### src/rtl/rs232_hex_word_sender.sv
// Prints accepted binary words as uppercase ASCII hex (MS nibble first) plus a terminator into the
// RS232 serializer FIFO. Define RS232_HEX_CRLF_EN for a CR LF terminator; otherwise a single space.
module rs232_hex_word_sender #(
    parameter int WORD_WIDTH      = 32,
    parameter int DATA_WIDTH      = 8,
    parameter int SPACE_THRESHOLD = 3
) (
    input  logic                  clk,
    input  logic                  reset_n,
    input  logic [WORD_WIDTH-1:0] word_in,
    input  logic                  word_valid,
    output logic                  word_ready,
    input  logic [7:0]            fifo_write_space,
    output logic [DATA_WIDTH:1]   transmit_data,
    output logic                  transmit_data_en,
    output logic                  busy
);
    localparam int DIGITS = WORD_WIDTH / 4;
    localparam int CNT_W  = (DIGITS > 1) ? $clog2(DIGITS) : 1;
    localparam logic [CNT_W-1:0] LAST_DIGIT = CNT_W'(DIGITS - 1);
    localparam logic [7:0] SPACE_MIN = 8'(SPACE_THRESHOLD);

    localparam logic [1:0] S_IDLE  = 2'd0;
    localparam logic [1:0] S_DIGIT = 2'd1;
    localparam logic [1:0] S_TERM1 = 2'd2;
    localparam logic [1:0] S_TERM2 = 2'd3;

    logic [1:0]            state_q, state_d;
    logic [WORD_WIDTH-1:0] shift_q, shift_d;
    logic [CNT_W-1:0]      digit_cnt_q, digit_cnt_d;
    logic [DATA_WIDTH:1]   transmit_data_q, transmit_data_d;
    logic                  transmit_data_en_q, transmit_data_en_d;
    logic                  word_ready_q, word_ready_d;
    logic                  busy_q, busy_d;

    logic [3:0] nibble;
    logic [7:0] nibble_ascii;
    logic       issue;

    assign nibble       = shift_q[WORD_WIDTH-1 -: 4];
    assign nibble_ascii = (nibble < 4'd10) ? {4'h3, nibble} : (8'h37 + {4'h0, nibble});
    // The threshold absorbs the writes still in flight while the registered space report lags.
    assign issue        = (state_q != S_IDLE) && (fifo_write_space >= SPACE_MIN);

    always_comb begin
        state_d            = state_q;
        shift_d            = shift_q;
        digit_cnt_d        = digit_cnt_q;
        transmit_data_d    = transmit_data_q;
        transmit_data_en_d = 1'b0;

        case (state_q)
            S_IDLE: begin
                if (word_ready_q && word_valid) begin
                    state_d     = S_DIGIT;
                    shift_d     = word_in;
                    digit_cnt_d = '0;
                end
            end
            S_DIGIT: begin
                if (issue) begin
                    transmit_data_d    = DATA_WIDTH'(nibble_ascii);
                    transmit_data_en_d = 1'b1;
                    shift_d            = shift_q << 4;
                    if (digit_cnt_q == LAST_DIGIT) begin
                        state_d = S_TERM1;
                    end else begin
                        digit_cnt_d = digit_cnt_q + CNT_W'(1);
                    end
                end
            end
            S_TERM1: begin
                if (issue) begin
                    transmit_data_en_d = 1'b1;
`ifdef RS232_HEX_CRLF_EN
                    transmit_data_d    = DATA_WIDTH'(8'h0D);
                    state_d            = S_TERM2;
`else
                    transmit_data_d    = DATA_WIDTH'(8'h20);
                    state_d            = S_IDLE;
`endif
                end
            end
            S_TERM2: begin
                if (issue) begin
                    transmit_data_en_d = 1'b1;
                    transmit_data_d    = DATA_WIDTH'(8'h0A);
                    state_d            = S_IDLE;
                end
            end
            default: state_d = S_IDLE;
        endcase

        // Ready returns on the same edge as the final terminator strobe.
        word_ready_d = (state_d == S_IDLE);
        busy_d       = ~word_ready_d;
    end

    always_ff @(posedge clk or negedge reset_n) begin
        if (!reset_n) begin
            state_q            <= S_IDLE;
            shift_q            <= '0;
            digit_cnt_q        <= '0;
            transmit_data_q    <= '0;
            transmit_data_en_q <= 1'b0;
            word_ready_q       <= 1'b0;
            busy_q             <= 1'b0;
        end else begin
            state_q            <= state_d;
            shift_q            <= shift_d;
            digit_cnt_q        <= digit_cnt_d;
            transmit_data_q    <= transmit_data_d;
            transmit_data_en_q <= transmit_data_en_d;
            word_ready_q       <= word_ready_d;
            busy_q             <= busy_d;
        end
    end

    assign word_ready       = word_ready_q;
    assign busy             = busy_q;
    assign transmit_data    = transmit_data_q;
    assign transmit_data_en = transmit_data_en_q;

endmodule

### config.mk
export PLATFORM = sky130hd
export DESIGN_NAME = rs232_hex_word_sender
export DESIGN_NICKNAME = d
export VERILOG_FILES = /design/src/rtl/rs232_hex_word_sender.sv
export SDC_FILE = /design/constraint.sdc
export NUM_CORES = 1
export LEC_CHECK = 0
export CORE_UTILIZATION = 45
export CTS_CLUSTER_DIAMETER = 200
export CTS_CLUSTER_SIZE = 24
export DETAILED_ROUTE_END_ITERATION = 8
export GPL_ROUTABILITY_DRIVEN = 1
export PLACE_DENSITY = 0.77
export SLEW_MARGIN = 20
export SYNTH_ARGS = -nofsm -noshare
export SYNTH_HDL_FRONTEND = slang
export SYNTH_SLANG_ARGS = --single-unit
### constraint.sdc
create_clock -name clk -period 2.3 [get_ports clk]
set_clock_uncertainty 0.15 [all_clocks]
set_input_delay 0.46 -clock clk [delete_from_list [all_inputs] [get_ports clk]]
set_output_delay 0.46 -clock clk [all_outputs]
set_load 0.005 [all_outputs]
== After elaboration in Yosys (flattened, before gate mapping) ==
Index checks and enable logic that the tools add are counted.
Storage, ports and cells
  register bits after elaboration: 48
Operators by class
  $add $sub $neg: 2
  order comparisons: 2
  equal/unequal tests: 9
  muxes and demuxes: 19
  bitwise operators: 1
  reductions and logical operators: 12
Operator list (count)
  two-way mux 32 bit: 2
  case mux 32 bit (2 select lines): 1
  two-way mux 8 bit: 3
  case mux 8 bit (3 select lines): 1
  inequality test 2 bit, second input constant: 5
  two-way mux 3 bit: 3
  greater-or-equal comparator 8 x 2 -> 1 bit, second input constant: 1
  two-way mux 2 bit: 4
  AND reduction 4 bit: 2
  adder 6 x 4 -> 7 bit, first input constant: 1
  two-way mux 7 bit: 1
  case mux 2 bit (3 select lines): 1
  case mux 3 bit (2 select lines): 1
  == test 2 bit, second input constant: 2
  zero test 2 bit: 2
  < comparator 4 bit, second input constant: 1
  nonzero test 2 bit: 2
  adder 3 x 1 -> 3 bit, second input constant: 1
  == test 3 bit, second input constant: 1
  AND reduction 3 bit: 1
  nonzero test 3 bit: 1
  OR reduction 3 bit: 1
  == test 2 x 1 -> 1 bit, second input constant: 1
  logical AND 1 bit: 2
  3 further kinds: 4

== Depth between registers and ports, before layout ==
Gate-level depths: netlist (run 1).
  depth in word-level cells: 6
  mapped depth: 5

== Least setup slack after synthesis (run 1) ==
OpenSTA, ideal clock, no wires.
  kind: in2reg
  start: input fifo_write_space[6]
  end: register transmit_data_q, in the netlist transmit_data[1]
  library setup time: 131 ps
  arrival: 1454 ps
  path slack: 566 ps
  stages on the path: 4
  path buffers: 1
  path through: or4_4 > o21ai_2 > buf_4 > o211ai_1
On the way
  cells in the longest elaborated chain, start to end: 4
  elaborated cells on any way between the ends: 6
  classes of those cells: order compare: 1; eq/ne: 3; reduce/logical: 2
RTL lines
  from (decl): RTL line 13  | input logic [7:0] fifo_write_space,
  greater-or-equal comparator 8 x 2 -> 1 bit (*): RTL line 43  | assign issue = (state_q != S_IDLE) && (fifo_write_space >= SPACE_MIN);
  logical AND 1 bit (*): RTL line 43
  inequality test 2 bit (no source line)
  AND reduction 4 bit (no source line) (*)
  to (signal assigned): RTL line 112  | transmit_data_q <= transmit_data_d;
  to (decl): RTL line 31  | logic [DATA_WIDTH:1] transmit_data_q, transmit_data_d;
Mark *: on every way between the ends. The rest lies on a longest branch, timed or not.
A chain may end at the register's enable or synchronous reset.

== Final worst setup path (run 1) ==
  start: input fifo_write_space[6]
  end: register transmit_data_q, in the netlist transmit_data[2]
The elaborated chain is that of the path after synthesis.

==> results.json, run 1 <==
{
  "nets": 352,
  "min_period_ns": 2.01,
  "p_total_mw": 3.81,
  "maxCapViolCount": 0,
  "synth_xor_area_share_pct": 0.360,
  "dr.pass1.iters": 5,
  "setup_ws_ns": 0.292,
  "timing.rr.start": "state_q[1]",
  "setup_viol": 0,
  "synth_simple_gate_area_share_pct": 16.8,
  "grt_max_degree": 48,
  "finalWirelength_um": 5690,
  "rsz0062_at_grt": "no",
  "routabilityCongestion": 0.823,
  "worstReg2RegEnd": "digit_cnt_q[0]",
  "fmax_mhz": 498,
  "grt_antenna_before_repair": 0,
  "synth_top_family_by_area": "compound AO/OA/AOI/OAI gates",
  "start_util_pct": 47.1,
  "pre_cts_ws_ns": -0.0179,
  "clock_sinks": 47,
  "leakagePower_nw": 1.25,
  "avgViaCountPerCell": 5.64,
  "final_cell_mix": "nor2_1, a211oi_1, clkdlybuf4s50_1",
  "ioPinCount": 54,
  "layout-drive-gt1-share_pct": 9.12,
  "core_area_sq_um": 5170,
  "finalCoreUtilization_pct": 61.3,
  "die_w_um": 75.6,
  "row_count": 26,
  "path_class": "in2reg",
  "final_common_cell": "nor2_1",
  "wl_per_cell_um": 15.1,
  "cts_setup_buffers": 0,
  "hold_violations": 0,
  "cellPowerDensity_nw_per_um2": 1200,
  "status": "complete, no violations",
  "peakVddDrop_v": 0.000615,
  "synth_edf_count": 0,
  "numCtsBuffers": 5,
  "grt-ovfl-total": 0,
  "drt_iter0_drc": 139,
  "yosysWarnings": 0,
  "cp_max_fo": 4,
  "synthArstFlopShare_pct": 100,
  "syn_area_sq_um": 2430,
  "synth_compound_area_share_pct": 25.6,
  "dp.cells": 369,
  "cp.required_ns": 2.32,
  "syn_nets": 303,
  "grt_pass1_vias": 1955,
  "grt_pass1_wl_um": 9050,
  "io_buffers": 52,
  "postRouteAntennaNets": 0,
  "synth_mux_area_share_pct": 1.70,
  "dieArea_sq_um": 5710,
  "hpwl_um": 3810,
  "ys_seq_elements": 47,
  "drc": 0,
  "worst_setup_path_start_kind": "input pin",
  "syn-instance-count": 257,
  "root_buffer": "clkbuf_8",
  "fillers": 437,
  "r2r_slack_ns": 0.50,
  "tritoncts": "yes",
  "diodes": 0,
  "cp-end-kind": "register",
  "fin_crit_sh_pct": 87.3,
  "clk_latency_ns": 0.30,
  "maxSlewViolCount": 0,
  "grt_usage_pct": 21.5,
  "vias": 2126,
  "synth_fa_ha_area_share_pct": 1.54,
  "hold_class": "in2async",
  "reg2reg_depth": 3,
  "clk_pin_slew_ns": 0.09,
  "crit_arrival_ns": 2.03,
  "worst_slew_pin_slew_ns": 0.610,
  "syn_to_final_growth_pct": 30.3,
  "avgSynthCellArea_sq_um": 9.47,
  "ys_seq_area_share_pct": 48.3,
  "cts_max_level": 2,
  "relSlewSlack_pct": 59.1,
  "post_cts_resized": 0,
  "synth.distinct_cells": 38,
  "synth_flop_cell": "dfrtp_1",
  "cts_buffer_depth": 2,
  "ctsHoldBuffers": 0,
  "die_y_um": 75.6,
  "final_cells": 377
}
metrics by stage:
step	setup TNS (ns)	instance area (sq um)	hold slack, ns
after floorplan	0	2430	0.0144
after global placement	0	3070	0.328
after detailed placement	-0.0221	3070	0.329
after CTS	0	3170	0.0996
after global routing	0	3170	0.125
final	0	3170	0.0919
synth_stat cells, types with 2 or more instances:
| master | count | area (sq um) |
|---|---|---|
| nand2_1 | 18 | 67.6 |
| ha_1 | 3 | 37.5 |
| a311oi_1 | 2 | 17.5 |
| o211ai_1 | 3 | 22.5 |
| a211oi_1 | 55 | 413 |
| o2bb2ai_1 | 3 | 26.3 |
| mux2i_1 | 3 | 30.0 |
| inv_1 | 6 | 22.5 |
| nand3_1 | 5 | 25.0 |
| buf_4 | 4 | 30.0 |
| nand2b_1 | 2 | 12.5 |
| nor2_1 | 56 | 210 |
| clkbuf_1 | 4 | 15.0 |
| nor3b_1 | 2 | 15.0 |
| nor2b_1 | 2 | 12.5 |
| dfrtp_1 | 47 | 1180 |
| buf_2 | 12 | 60.1 |
| a21oi_1 | 2 | 10.0 |
| buf_1 | 2 | 7.51 |
| o21ai_0 | 7 | 35.0 |
| a22o_1 | 2 | 17.5 |
layer usage:
layer	global-route usage [%]	share of wire (%)	up-vias
met3	5.95	6.6	6
li1	-	-	1030
met5	0	0	-
met1	29.6	46	1007
met2	32.2	46	83
met4	8.44	1.2	0
cell families after synthesis:
logic type,Yosys count
muxes,4
DFF,47
xor gates and xnor gates,1
other,1
and+or+nand+nor,90
buffers and inverters,28
AOI/OAI and AO/OA,83
adders and majority gates,3
power by group:
part           leakage (nW)  switching [mW]  internal, mW
Clock                0.0474           0.290         0.246
Combinational         0.654           0.874         0.881
Sequential            0.550           0.286          1.23
worst max-delay path, cell delays in order:
cell and delay (ns):
clkdlybuf4s50_1 0.46, or4_4 0.56, buf_4 0.17, nor2_1 0.21, o211ai_1 0.16
how the worst max path moves through the flow:
stage	from	end	slack, ns
6_report	fifo_write_space[6]	transmit_data[2]	0.29
5_1_grt	fifo_write_space[5]	digit_cnt_q[0]	0.21
2_1_floorplan	fifo_write_space[6]	transmit_data[1]	0.57
3_3_place_gp	fifo_write_space[6]	transmit_data[1]	0.05
4_1_cts	fifo_write_space[6]	transmit_data[2]	0.32
3_5_place_dp	fifo_write_space[6]	transmit_data[2]	-0.02
layout make-up:
| type | instances | area (sq um) | area share (%) |
|---|---|---|---|
| Multi-Input combinational cell | 182 | 1130 | 35.7 |
| Timing Repair Buffer | 64 | 656 | 20.7 |
| Tap cell | 70 | 87.6 | 2.76 |
| Sequential cell | 47 | 1180 | 37.1 |
| Clock inverter | 2 | 16.3 | 0.513 |
| Clock buffer | 6 | 82.6 | 2.60 |
| Inverter | 6 | 22.5 | 0.710 |
flip-flops by register name (all words and copies together), names as in the netlist:
register and count:
transmit_data_en 1, word_ready 1, digit_cnt_q 3, busy 1, state_q 2, transmit_data 7, shift_q 32
Note: power is estimated with default switching activity, not from simulation.
==> run 2: changes to the inputs <==
--- a/config.mk
+++ b/config.mk
@@ -5,12 +5,12 @@
 export SDC_FILE = /design/constraint.sdc
 export NUM_CORES = 1
 export LEC_CHECK = 0
-export CORE_UTILIZATION = 45
+export CORE_UTILIZATION = 35
 export CTS_CLUSTER_DIAMETER = 200
 export CTS_CLUSTER_SIZE = 24
 export DETAILED_ROUTE_END_ITERATION = 8
 export GPL_ROUTABILITY_DRIVEN = 1
-export PLACE_DENSITY = 0.77
+export PLACE_DENSITY = 0.58
 export SLEW_MARGIN = 20
 export SYNTH_ARGS = -nofsm -noshare
 export SYNTH_HDL_FRONTEND = slang
==> run 2 against run 1 <==
The flow now finishes with violations (design-rule violations). Worst hold slack improved by 0.0055 ns. Die area increased by 28%. Setup slack improved by 0.034 ns. Final area increased by 0.32%. Largest power group unchanged. Critical path depth unchanged. Highest routed layer unchanged. Flip-flop and latch count unchanged. Maximum frequency increased by 1.7%. Wire length increased by 5.8%. Total power increased by 0.28%.
==> results.json, run 2 (synthesized netlist as in run 1, its figures left out) <==
{
  "final_cell_mix": "nor2_1, a211oi_1, clkdlybuf4s50_1",
  "row_count": 30,
  "drc": 2,
  "grt_pass1_wl_um": 9970,
  "grt_antenna_before_repair": 0,
  "finalWirelength_um": 6020,
  "fillers": 665,
  "min_period_ns": 1.97,
  "worst_setup_path_start_kind": "input pin",
  "hold_class": "in2async",
  "grt_max_degree": 48,
  "largest_reg_flops": 32,
  "dieArea_sq_um": 7290,
  "start_util_pct": 36.0,
  "post_cts_resized": 0,
  "clock_sinks": 47,
  "maxCapViolCount": 0,
  "dp.cells": 381,
  "cp_max_fo": 4,
  "root_buffer": "clkbuf_8",
  "setup_viol": 0,
  "hold_violations": 0,
  "routabilityCongestion": 0.724,
  "clk_pin_slew_ns": 0.09,
  "cts_setup_buffers": 0,
  "leakagePower_nw": 1.26,
  "wl_per_cell_um": 15.5,
  "grt_pass1_vias": 1953,
  "hpwl_um": 4010,
  "worst_slew_pin_slew_ns": 0.615,
  "layout-drive-gt1-share_pct": 9.06,
  "cellPowerDensity_nw_per_um2": 1200,
  "path_class": "in2reg",
  "vias": 2106,
  "die_y_um": 85.4,
  "cts_max_level": 2,
  "core_area_sq_um": 6760,
  "cp-end-kind": "register",
  "fin_crit_sh_pct": 85.8,
  "maxSlewViolCount": 0,
  "grt_usage_pct": 17.5,
  "nets": 354,
  "postRouteAntennaNets": 0,
  "clk_latency_ns": 0.29,
  "tritoncts": "yes",
  "avgViaCountPerCell": 5.41,
  "fin_tns_setup_ns": 0,
  "violations": "design-rule violations",
  "numCtsBuffers": 5,
  "rsz0062_at_grt": "no",
  "final_common_cell": "nor2_1",
  "p_total_mw": 3.82,
  "grt-ovfl-total": 0,
  "fmax_mhz": 507,
  "cp.required_ns": 2.31,
  "finalCoreUtilization_pct": 47.1,
  "syn_to_final_growth_pct": 30.7,
  "io_buffers": 52,
  "crit_arrival_ns": 1.99,
  "relSlewSlack_pct": 59.0,
  "top_register": "shift_q",
  "peakVddDrop_v": 0.000377,
  "cts_buffer_depth": 2,
  "die_w_um": 85.4,
  "ctsHoldBuffers": 0,
  "drt_iter0_drc": 96,
  "ioPinCount": 54,
  "status": "finished with violations",
  "dr.pass1.iters": 6,
  "final_cells": 389,
  "diodes": 0
}
==> run 2: cell types whose count changed in the layout (fill, tap and decap cells not counted) <==
| cell | before | now |
|---|---|---|
| clkbuf_1 | 0 | 2 |
| clkbuf_8 | 6 | 5 |
| clkinv_4 | 1 | 0 |
| buf_4 | 8 | 10 |
| clkinvlp_4 | 1 | 0 |
| clkinv_2 | 0 | 1 |
==> run 2: layout make-up <==
type                            instances  area (sq um)  area share, %
Multi-Input combinational cell        182          1130           35.5
Inverter                                6          22.5          0.708
Clock buffer                            7          76.3           2.40
Tap cell                               80           100           3.15
Sequential cell                        47          1180           37.0
Timing Repair Buffer                   66           671           21.1
Clock inverter                          1          5.00          0.157
==> run 2: critical path: stages <==
cell and delay [ns]:
clkdlybuf4s50_1 0.46, or4_4 0.57, buf_4 0.17, nor2_1 0.20, o21ai_0 0.13
==> run 2: stage by stage <==
step | hold WS (ns) | instance area [sq um] | setup slack, ns
final | 0.0974 | 3180 | 0.326
after global routing | 0.167 | 3180 | 0.274
after CTS | 0.131 | 3180 | 0.336
after detailed placement | 0.336 | 3100 | 0.0194
after global placement | 0.324 | 3100 | 0.0359
after floorplan | 0.0144 | 2430 | 0.566
==> run 2: path summary, 6_finish.rpt <==
check	start	end	slack (ns)	depth (start not counted)
worst min-delay path	reset_n	shift_q[13]	0.1	2
min in group clk	digit_cnt_q[0]	digit_cnt_q[0]	0.35	1
worst min register to register	digit_cnt_q[0]	digit_cnt_q[0]	0.35	1
worst max-delay path	fifo_write_space[6]	state_q[1]	0.33	5
worst max register to register	state_q[1]	shift_q[22]	0.64	4
max in group asynchronous	reset_n	shift_q[22]	1.47	2
==> run 2: power by group <==
group / total, mW / leakage (nW) / switching (mW) / internal [mW]
sequential: 1.49 / 0.550 / 0.256 / 1.23
combinational: 1.85 / 0.663 / 0.926 / 0.924
clock: 0.479 / 0.0422 / 0.265 / 0.214
total: 3.82 / 1.26 / 1.45 / 2.37
==> run 2: per-layer routing <==
metal  vias to the layer above  global-route usage [%]  wire [um]
li1                       1034                       -          -
met1                      1021                    26.7       3090
met2                        47                    25.1       2650
met3                         4                    3.11        209
met4                         0                    5.76         67
met5                         -                       0          0
